`src/rtl/fifo_modport.sv`:
```
// fifo_modport: single-clock FIFO with registered full/empty flags and registered read data
module fifo_modport #(
  parameter int DATA_WIDTH = 8,
  parameter int DEPTH      = 16
) (
  input  logic                  clk,
  input  logic                  rst,
  input  logic                  wr,
  input  logic                  rd,
  input  logic [DATA_WIDTH-1:0] data_in,
  output logic [DATA_WIDTH-1:0] data_out,
  output logic                  full,
  output logic                  empty
);
  localparam int AW = $clog2(DEPTH);
  logic [DATA_WIDTH-1:0] r_mem [DEPTH];
  logic [AW-1:0]         r_wptr;
  logic [AW-1:0]         r_rptr;
  logic [AW:0]           r_count;
  logic [DATA_WIDTH-1:0] r_data_out;
  logic                  r_full;
  logic                  r_empty;
  logic                  w_wr_ok;
  logic                  w_rd_ok;
  logic [AW:0]           w_count_next;
  // a write while full still lands when a read frees the slot on the same edge
  assign w_wr_ok = wr && (!r_full || rd);
  assign w_rd_ok = rd && !r_empty;
  // occupancy follows write-only / read-only; simultaneous accepted ops cancel out
  always_comb begin
    w_count_next = (w_wr_ok && !w_rd_ok) ? r_count + (AW+1)'(1) :
                   (w_rd_ok && !w_wr_ok) ? r_count - (AW+1)'(1) : r_count;
  end
  // storage array is never cleared, so it carries no reset
  always_ff @(posedge clk) begin
    if (w_wr_ok) r_mem[r_wptr] <= data_in;
  end
  // pointers, count, flags and read data register together
  always_ff @(posedge clk or negedge rst) begin
    if (!rst) begin
      r_wptr     <= '0;
      r_rptr     <= '0;
      r_count    <= '0;
      r_data_out <= '0;
      r_full     <= 1'b0;
      r_empty    <= 1'b1;
    end else begin
      if (w_wr_ok) r_wptr <= r_wptr + AW'(1);
      if (w_rd_ok) begin
        r_data_out <= r_mem[r_rptr];
        r_rptr     <= r_rptr + AW'(1);
      end
      r_count <= w_count_next;
      r_full  <= (w_count_next == (AW+1)'(DEPTH));
      r_empty <= (w_count_next == '0);
    end
  end
  assign data_out = r_data_out;
  assign full     = r_full;
  assign empty    = r_empty;
endmodule

```
`config.mk`:
```
export PLATFORM = sky130hd
export DESIGN_NAME = fifo_modport
export DESIGN_NICKNAME = d
export VERILOG_FILES = /design/src/rtl/fifo_modport.sv
export SDC_FILE = /design/constraint.sdc
export NUM_CORES = 1
export LEC_CHECK = 0
export CORE_MARGIN = 3
export CORE_UTILIZATION = 40
export DETAILED_ROUTE_END_ITERATION = 16
export PLACE_DENSITY = 0.6
export SLEW_MARGIN = 20
export SYNTH_ARGS = -nofsm -noshare
export SYNTH_HDL_FRONTEND = slang
export SYNTH_SLANG_ARGS = --single-unit
export TNS_END_PERCENT = 10
```
`constraint.sdc`:
```
create_clock -name clk -period 5.33 [get_ports clk]
set_clock_uncertainty 0.15 [all_clocks]
set_input_delay 1.066 -clock clk [delete_from_list [all_inputs] [get_ports clk]]
set_output_delay 1.066 -clock clk [all_outputs]
set_load 0.005 [all_outputs]
```
# Word-level counts from Yosys, hierarchy flattened
# Memory sizes are Yosys's and may differ from the RTL's. A register that Yosys moved wholly into a read port is not among the register bits.
# Cells that the tools add are included.
[op_classes]
n_addsub = 4
n_eq_ne = 1
mux = 4
n_reduce_logical = 11
[op_table]
columns = ["op", "n"]
rows = [
  ["5-bit two-way mux", 2],
  ["4-bit by 1-bit adder with 4-bit output (second input constant)", 2],
  ["5-bit by 1-bit adder with 5-bit output (second input constant)", 1],
  ["5-bit == test (second input constant)", 1],
  ["1-bit zero test", 5],
  ["5-bit zero test", 1],
  ["5-bit by 1-bit subtractor with 5-bit output (second input constant)", 1],
  ["1-bit logical AND", 4],
  ["1-bit two-way mux", 2],
  ["1-bit logical OR", 1],
]
[word_totals]
ff_bits = 15
mem_bits_rw = 128
in_bits = 12
out_inout_bits = 10
word_cells = 26
n_memories = 1
[memory_table]
columns = ["name", "depth", "width", "rd", "rd_ports_with_merged_regs", "wr", "line", "source"]
rows = [
  ["r_mem", 16, 8, 1, 1, 1, "16", "logic [DATA_WIDTH-1:0] r_mem [DEPTH];"],
]

# Depth between registers and ports, before layout
# Gate-level depths: netlist of the first run.
[depth]
ltp_word = 8
depth_mapped = 7
depth_no_buf = 7

# Worst setup path after synthesis of the first run
# No wires, ideal clock.
[synth_timing]
path_kind = "input -> register"
start = "input port wr"
end = "memory r_mem[2][0] (enable)"
setup_ps = 395
arrival_ps = 2185
t_required_ps = 4785
path_slack_ps = 2600
cell_stages = 3
cell_sequence = "buf_2 > nand2_1 > nor4_1"
[synth_between]
elab_chain_len = 3
[synth_lines]
columns = ["element", "line", "source"]
rows = [
  ["start, declared", "8", "input logic wr,"],
  ["1-bit logical AND", "27", "assign w_wr_ok = wr && (!r_full || rd);"],
  ["1-bit two-way mux", "36", "if (w_wr_ok) r_mem[r_wptr] <= data_in;"],
  ["1-bit two-way mux (implied by the code)", "36", ""],
  ["end, declared", "16", ""],
]
# Every way passes these cells.

# Worst setup path after layout of the first run
[layout_timing]
start = "input port rd"
end = "memory r_mem[10][3] (enable)"
[layout_between]
elab_chain_len = 4
[layout_lines]
columns = ["element", "line", "source"]
rows = [
  ["start, declared", "9", "input logic rd,"],
  ["1-bit logical OR", "27", ""],
  ["1-bit logical AND", "27", ""],
  ["1-bit two-way mux", "36", ""],
  ["1-bit two-way mux (implied by the code)", "36", ""],
]
# Every way passes these cells.

==> reports/results.tsv, run 1 <==
metric	value	unit
status	finished, final reports clean	
Starting DRT DRC Count	399	
Worst R2R Setup Slack	3.11	ns
# resized after CTS	0	
register area share after synthesis	71.8	%
Setup crit start	rd	
final worst setup slack	2.24	ns
Top Ports	22	
Pwr Density	530	mW/mm2
Internal Pwr Total	0.00265	W
minimum clock period	3.09	ns
number of fill cells	1261	
Worst VDD drop	0.360	mV
CTS Buf Count	17	
die width	130	um
Worst R2R Path Depth	4	
IO buf count	21	
GPL Wtd Cong	0.832	
CTS tree	built	
Synth-to-Final Area Change	16.7	%
worst-path cell chain	clkdlybuf4s50_1 > nand2b_1 > nand2_1 > nor3b_1 > and2_1	
initial antenna violation count	0	
Switch Pwr	0.00116	W
Reg2Reg Launch Point	full	
worst stage delay on the critical path	0.60	ns
CP Launch Type	input port	
Fin. Hold Viols	0	
Mapped Nets	425	
Post-Synthesis Cells	406	
RSZ-0062 raised after global routing	no	
H-tree Lvls	4	
worst slew pin tran	0.859	ns
clock-pin slew on the worst setup and hold paths	0.06	ns
WP depth	5	
via count	3363	
Worst EP arrival	3.00	ns
Final Setup Violations	0	
gr usage total	16.4	%
Clk network pwr share	30.7	%
vias in the first global route	3413	
pins over their slew limit	0	
wire per inst	20.9	um
worst endpoint required time	5.24	ns
f_max	323	MHz
Final Routed Wirelength	13100	um
slew margin rel.	42.6	%
Fin Setup TNS	0	ns
Diodes inserted	0	
Hold Buf Count CTS	0	
vias per cell	5.34	
Ys Warns	0	
post-CTS setup repair buffer count	0	
DP HPWL	8670	um
Final ANT Viol Nets	0	
kind of critical path	in2reg	
Syn Area/Cell	15.2	um2
core area	0.0148	mm2
first-pass iteration count of the detailed router	5	
clock sinks	151	
global-route wire length before repair	19900	um
share of layout cells above drive strength 1	10.1	%
DRC viols	0	
number of max-cap violations	0	
# rows	44	
later-pin clock latency in the skew report	0.40	ns
chip height	130	um
combinational cell fraction of total power	26.5	%
die area	0.0169	mm2
sequential power share	42.8	%
Initial Util	41.6	%
Unique masters post-synth	33	
Tcrit/Tclk final	58.0	%
worst-case clock buffer depth	2	
HP Class	reg2reg	
Leak	2.56	nW
Final Power	0.00381	W
Top delay family on crit path	simple AND/OR/NAND/NOR gates	
NumNets Final	452	
Setup crit end kind	flip-flop	
critical-path maximum fanout	8	
combined buffer and inverter count along the critical path	1	
slowest CP cell	clkdlybuf4s50_1	
Sw Ratio	30.5	%
Synth Register Bits	151	
grt total ovfl	0	
Post-Syn Area	0.00616	mm2
largest net degree at the start of global routing	68	
Setup crit end	r_mem[10][3]	
dpl ws	1.84	ns
RR Endpoint	r_mem[10][3]	
root buf cell	clkbuf_16	
routing by layer:
metal | up-vias | GRT usage [%] | wire length [um]
li1 | 1569 | - | -
met1 | 1698 | 22.3 | 5830
met2 | 86 | 26.5 | 6560
met3 | 10 | 3.64 | 647
met4 | 0 | 5.13 | 104
met5 | - | 0 | 0
cells in the final DEF, fill, tap and decap left out, types with 2 or more instances in the layout:
| master | instances |
|---|---|
| edfxtp_1 | 128 |
| mux2i_1 | 65 |
| nand2_1 | 35 |
| nand3_1 | 29 |
| dfrtp_1 | 21 |
| clkdlybuf4s50_1 | 21 |
| clkbuf_16 | 17 |
| a22oi_1 | 16 |
| a21oi_1 | 16 |
| inv_1 | 11 |
| and2_1 | 10 |
| xnor2_1 | 8 |
| ha_1 | 7 |
| buf_4 | 7 |
| nor2_1 | 5 |
| nor4_1 | 5 |
| nand2b_1 | 4 |
| nor2b_1 | 4 |
| clkinv_2 | 4 |
| clkbuf_8 | 4 |
| clkbuf_1 | 3 |
| or3_1 | 2 |
| xor2_1 | 2 |
| o32ai_1 | 2 |
| bufinv_16 | 2 |
tightest hold or removal path, stage by stage, from the launching register on:
cell and delay (ns):
dfrtp_1 0.34, nand2_1 0.05, nand3_1 0.05
final cells by class:
| cell class | instances | area, um2 | share of cell area [%] |
|---|---|---|---|
| Multi-Input combinational cell | 223 | 1610 | 22.4 |
| Timing Repair Buffer | 29 | 290 | 4.04 |
| Clock buffer | 24 | 492 | 6.84 |
| Inverter | 11 | 41.3 | 0.575 |
| Clock inverter | 8 | 96.3 | 1.34 |
| Sequential cell | 151 | 4420 | 61.6 |
| Tap cell | 184 | 230 | 3.20 |
power by group through the flow:
stage	Sequential [W]	Combinational, W	Clock, W
4_1_cts	0.00170	0.000928	0.00119
2_1_floorplan	0.00156	0.000729	0
6_report	0.00163	0.00101	0.00117
3_5_place_dp	0.00172	0.000926	0
3_3_place_gp	0.00172	0.000915	0
5_1_grt	0.00166	0.00110	0.00124
cells in the mapped netlist:
master,count,area [um2]
nand2b_2,1,8.76
nor2_1,6,22.5
nand4_1,1,6.26
o221ai_1,1,8.76
o21ai_0,1,5.00
clkbuf_1,13,48.8
and2_1,10,62.6
mux2_2,1,11.3
nor4_1,5,31.3
nor2b_1,4,25.0
ha_1,7,87.6
o32ai_1,2,17.5
nor3b_1,1,7.51
nand2b_1,4,25.0
mux2i_1,65,651
o22ai_1,1,6.26
a21oi_1,16,80.1
dfrtp_1,22,551
nand3_1,29,145
xnor2_1,8,70.1
a221oi_1,1,8.76
edfxtp_1,128,3840
nand2_1,35,131
buf_2,8,40.0
inv_1,11,41.3
a22oi_1,16,120
or3_1,2,12.5
or2_2,1,6.26
nor4b_2,1,15.0
o32a_1,1,10.0
xnor2_2,1,16.3
xor2_1,2,17.5
dfstp_2,1,26.3
state kept, by name (all words and copies together) (netlist names):
signal    flops
data_out      8
empty         1
full          1
r_count       5
r_mem       128
r_rptr        4
r_wptr        4
worst min path at each step:
stage | startpoint | endpoint | slack (ns) | cells past startpoint
detailed placement | data_out[3] | data_out[3] | 0.32 | 2
global route | data_out[7] | data_out[7] | 0.36 | 2
finish | data_out[3] | data_out[3] | 0.34 | 2
CTS | data_out[3] | data_out[3] | 0.34 | 2
global placement | data_out[1] | data_out[1] | 0.31 | 2
floorplan | r_rptr[3] | r_rptr[3] | 0.31 | 1
cell families (layout without fill, tap and decap cells):
group	after synthesis	count (layout)	synth area share, %
adder cells (fa/ha/maj)	7	7	1.42
XOR/XNOR	11	11	1.69
AND/OR/NAND/NOR	100	100	8.10
flip-flops	151	151	71.8
AO/OA/AOI/OAI	39	39	4.16
multiplexers	66	66	10.7
buffers and inverters	32	72	2.11
per-stage QoR:
stage          instances  cell area (um2)  hold slack [ns]  util [%]
6_report             630             7190            0.336      48.5
5_1_grt              630             7190            0.361      48.5
4_1_cts              629             7160            0.336      48.3
3_5_place_dp         597             6570            0.323      44.4
3_3_place_gp         597             6570            0.311      44.3
2_1_floorplan        406             6160            0.308         -
Power figures use the tool's default switching activity.
==> run 2, diff against run 1 <==
clock period = 3.2 ns   (was 5.33 ns; I/O delays follow)
==> run 2 against run 1 <==
  * First-iteration DRC count shrank 4.8%
  * Global-route usage is 0.65 points higher
  * Core utilization up 0.44 points
  * Critical path depth unchanged
  * Register-to-register slack worse by 2.0 ns
  * Sequential power is 64% higher
  * Cell area increased by 0.91%
  * Clock power rose by 73%
  * Final cell count increased by 1.4%
  * Via count grew 0.77%
  * Critical path type unchanged
  * Critical endpoint is now r_mem[11][0]
==> reports/results.tsv, run 2 (synthesis gave the netlist of run 1 again) <==
metric	value	unit	change
# rows	44		unchanged
critical-path maximum fanout	8		unchanged
Reg2Reg Launch Point	r_count[1]		
number of max-cap violations	0		unchanged
Worst EP arrival	2.41	ns	-0.59 ns
CTS Buf Count	17		unchanged
wire per inst	21.0	um	+0.63%
Hold Path Depth	2		unchanged
minimum clock period	2.48	ns	
area of the multi-input gates	0.00161	mm2	-0.16%
via count	3389		+0.77%
post-CTS setup repair buffer count	0		unchanged
Worst R2R Setup Slack	1.14	ns	-1.97 ns
Pwr Density	892	mW/mm2	+68%
RR Endpoint	full		
largest net degree at the start of global routing	34		-50%
GPL Wtd Cong	0.838		+0.71%
Final Hold Slack	0.336	ns	+0.000535 ns
Initial Util	41.6	%	unchanged
RSZ-0062 raised after global routing	no		
Final ANT Viol Nets	0		unchanged
Top Ports	22		unchanged
Tcrit/Tclk final	77.5	%	
IO buf count	21		unchanged
CP Launch Type	input port		
Worst VDD drop	0.404	mV	+12%
number of fill cells	1242		-1.5%
Synth-to-Final Area Change	17.7	%	
initial antenna violation count	0		unchanged
Diodes inserted	0		unchanged
later-pin clock latency in the skew report	0.42	ns	+0.02 ns
HP Class	reg2reg		
CTS tree	built		
Hold Buf Count CTS	0		unchanged
Leak	2.61	nW	+1.7%
Top reg by flops	r_mem		
H-tree Lvls	4		unchanged
worst-case clock buffer depth	2		unchanged
DP HPWL	8960	um	+3.4%
DRC viols	0		unchanged
gr usage total	17.1	%	+0.65 points
most frequent cells in the layout	128 x edfxtp_1, 65 x mux2i_1, 35 x nand2_1, 29 x nand3_1		
Register Area	0.00442	mm2	unchanged
f_max	403	MHz	
Worst R2R Path Depth	7		+3
worst endpoint required time	3.13	ns	-2.11 ns
most common cell after layout, fill and taps aside	edfxtp_1		
grt total ovfl	0		unchanged
Starting DRT DRC Count	380		-4.8%
final worst setup slack	0.719	ns	-1.52 ns
first-pass iteration count of the detailed router	5		unchanged
Setup crit end kind	flip-flop		
root buf cell	clkbuf_16		
global-route wire length before repair	20400	um	+2.5%
Fin Setup TNS	0	ns	unchanged
Worst Hold End	data_out[7]		
post-layout util	49.0	%	+0.44 points
clock-pin slew on the worst setup and hold paths	0.06	ns	about the same
clock sinks	151		unchanged
core area	0.0148	mm2	unchanged
die width	130	um	unchanged
share of layout cells above drive strength 1	10.8	%	+0.68 points
status	finished, final reports clean		
slew margin rel.	43.1	%	+0.50 points
worst slew pin tran	0.851	ns	-0.00741 ns
Post-Layout Cell Count	639		+1.4%
Fin. Hold Viols	0		unchanged
vias per cell	5.30		-0.65%
kind of critical path	in2reg		
Placed Cells	607		+1.7%
max FFs per register	128		unchanged
NumNets Final	461		+2.0%
Final Routed Wirelength	13400	um	+2.1%
die area	0.0169	mm2	unchanged
pins over their slew limit	0		unchanged
Worst Hold Launch	data_out[7]		
vias in the first global route	3444		+0.91%
# resized after CTS	0		unchanged
Final Setup Violations	0		unchanged
dpl ws	0.314	ns	-1.53 ns
chip height	130	um	unchanged
-- run 2: cell types whose count changed in the layout (fill, tap and decap cells not counted) --
cell        before  now
buf_12           0    1
buf_4            7   16
clkinv_2         4    3
nor2_1           5    6
clkinvlp_4       1    0
clkinv_1         0    3
nor2_2           1    0
clkbuf_8         4    0
bufinv_16        2    4
buf_16           1    0
clkbuf_1         3    4
-- run 2: metrics by stage --
stage	area (um2)	total power (W)
after CTS	7250	0.00651
after global routing	7250	0.00680
after global placement	6660	0.00445
after floorplan	6160	0.00382
after detailed placement	6660	0.00447
final	7250	0.00647
-- run 2: critical path: stages --
cell and delay (ns):
clkdlybuf4s50_1 0.60, nand2b_1 0.18, nand2_1 0.15, nor3b_1 0.43, and2_1 0.40
-- run 2: how the worst max path moves through the flow --
stage / from / to / cells past startpoint
6_report: rd / r_mem[11][0] / 5
5_1_grt: rd / r_mem[7][2] / 6
4_1_cts: rd / r_mem[7][2] / 6
3_5_place_dp: rd / r_mem[8][0] / 5
3_3_place_gp: rd / r_mem[8][6] / 5
2_1_floorplan: wr / r_mem[2][0] / 3
-- run 2: layout make-up --
cell class | instances | share of cell area, %
Timing Repair Buffer | 38 | 4.83
Sequential cell | 151 | 61.0
Tap cell | 184 | 3.18
Inverter | 11 | 0.569
Clock inverter | 11 | 2.14
Multi-Input combinational cell | 223 | 22.2
Clock buffer | 21 | 6.07
-- run 2: metal layers --
layer  part of all wire [%]  global-route usage, %  up-vias
met5                      0                      0        -
met4                    1.4                   5.68        0
met3                    6.7                   5.32       13
met2                     47                   25.0       91
met1                     45                   24.3     1695
li1                       -                      -     1590
-- run 2: power breakdown --
part	total, W	switching [W]	internal [W]
Clock	0.00202	0.000732	0.00129
Combinational	0.00177	0.00103	0.000746
Sequential	0.00267	0.000220	0.00245
Total	0.00647	0.00198	0.00449
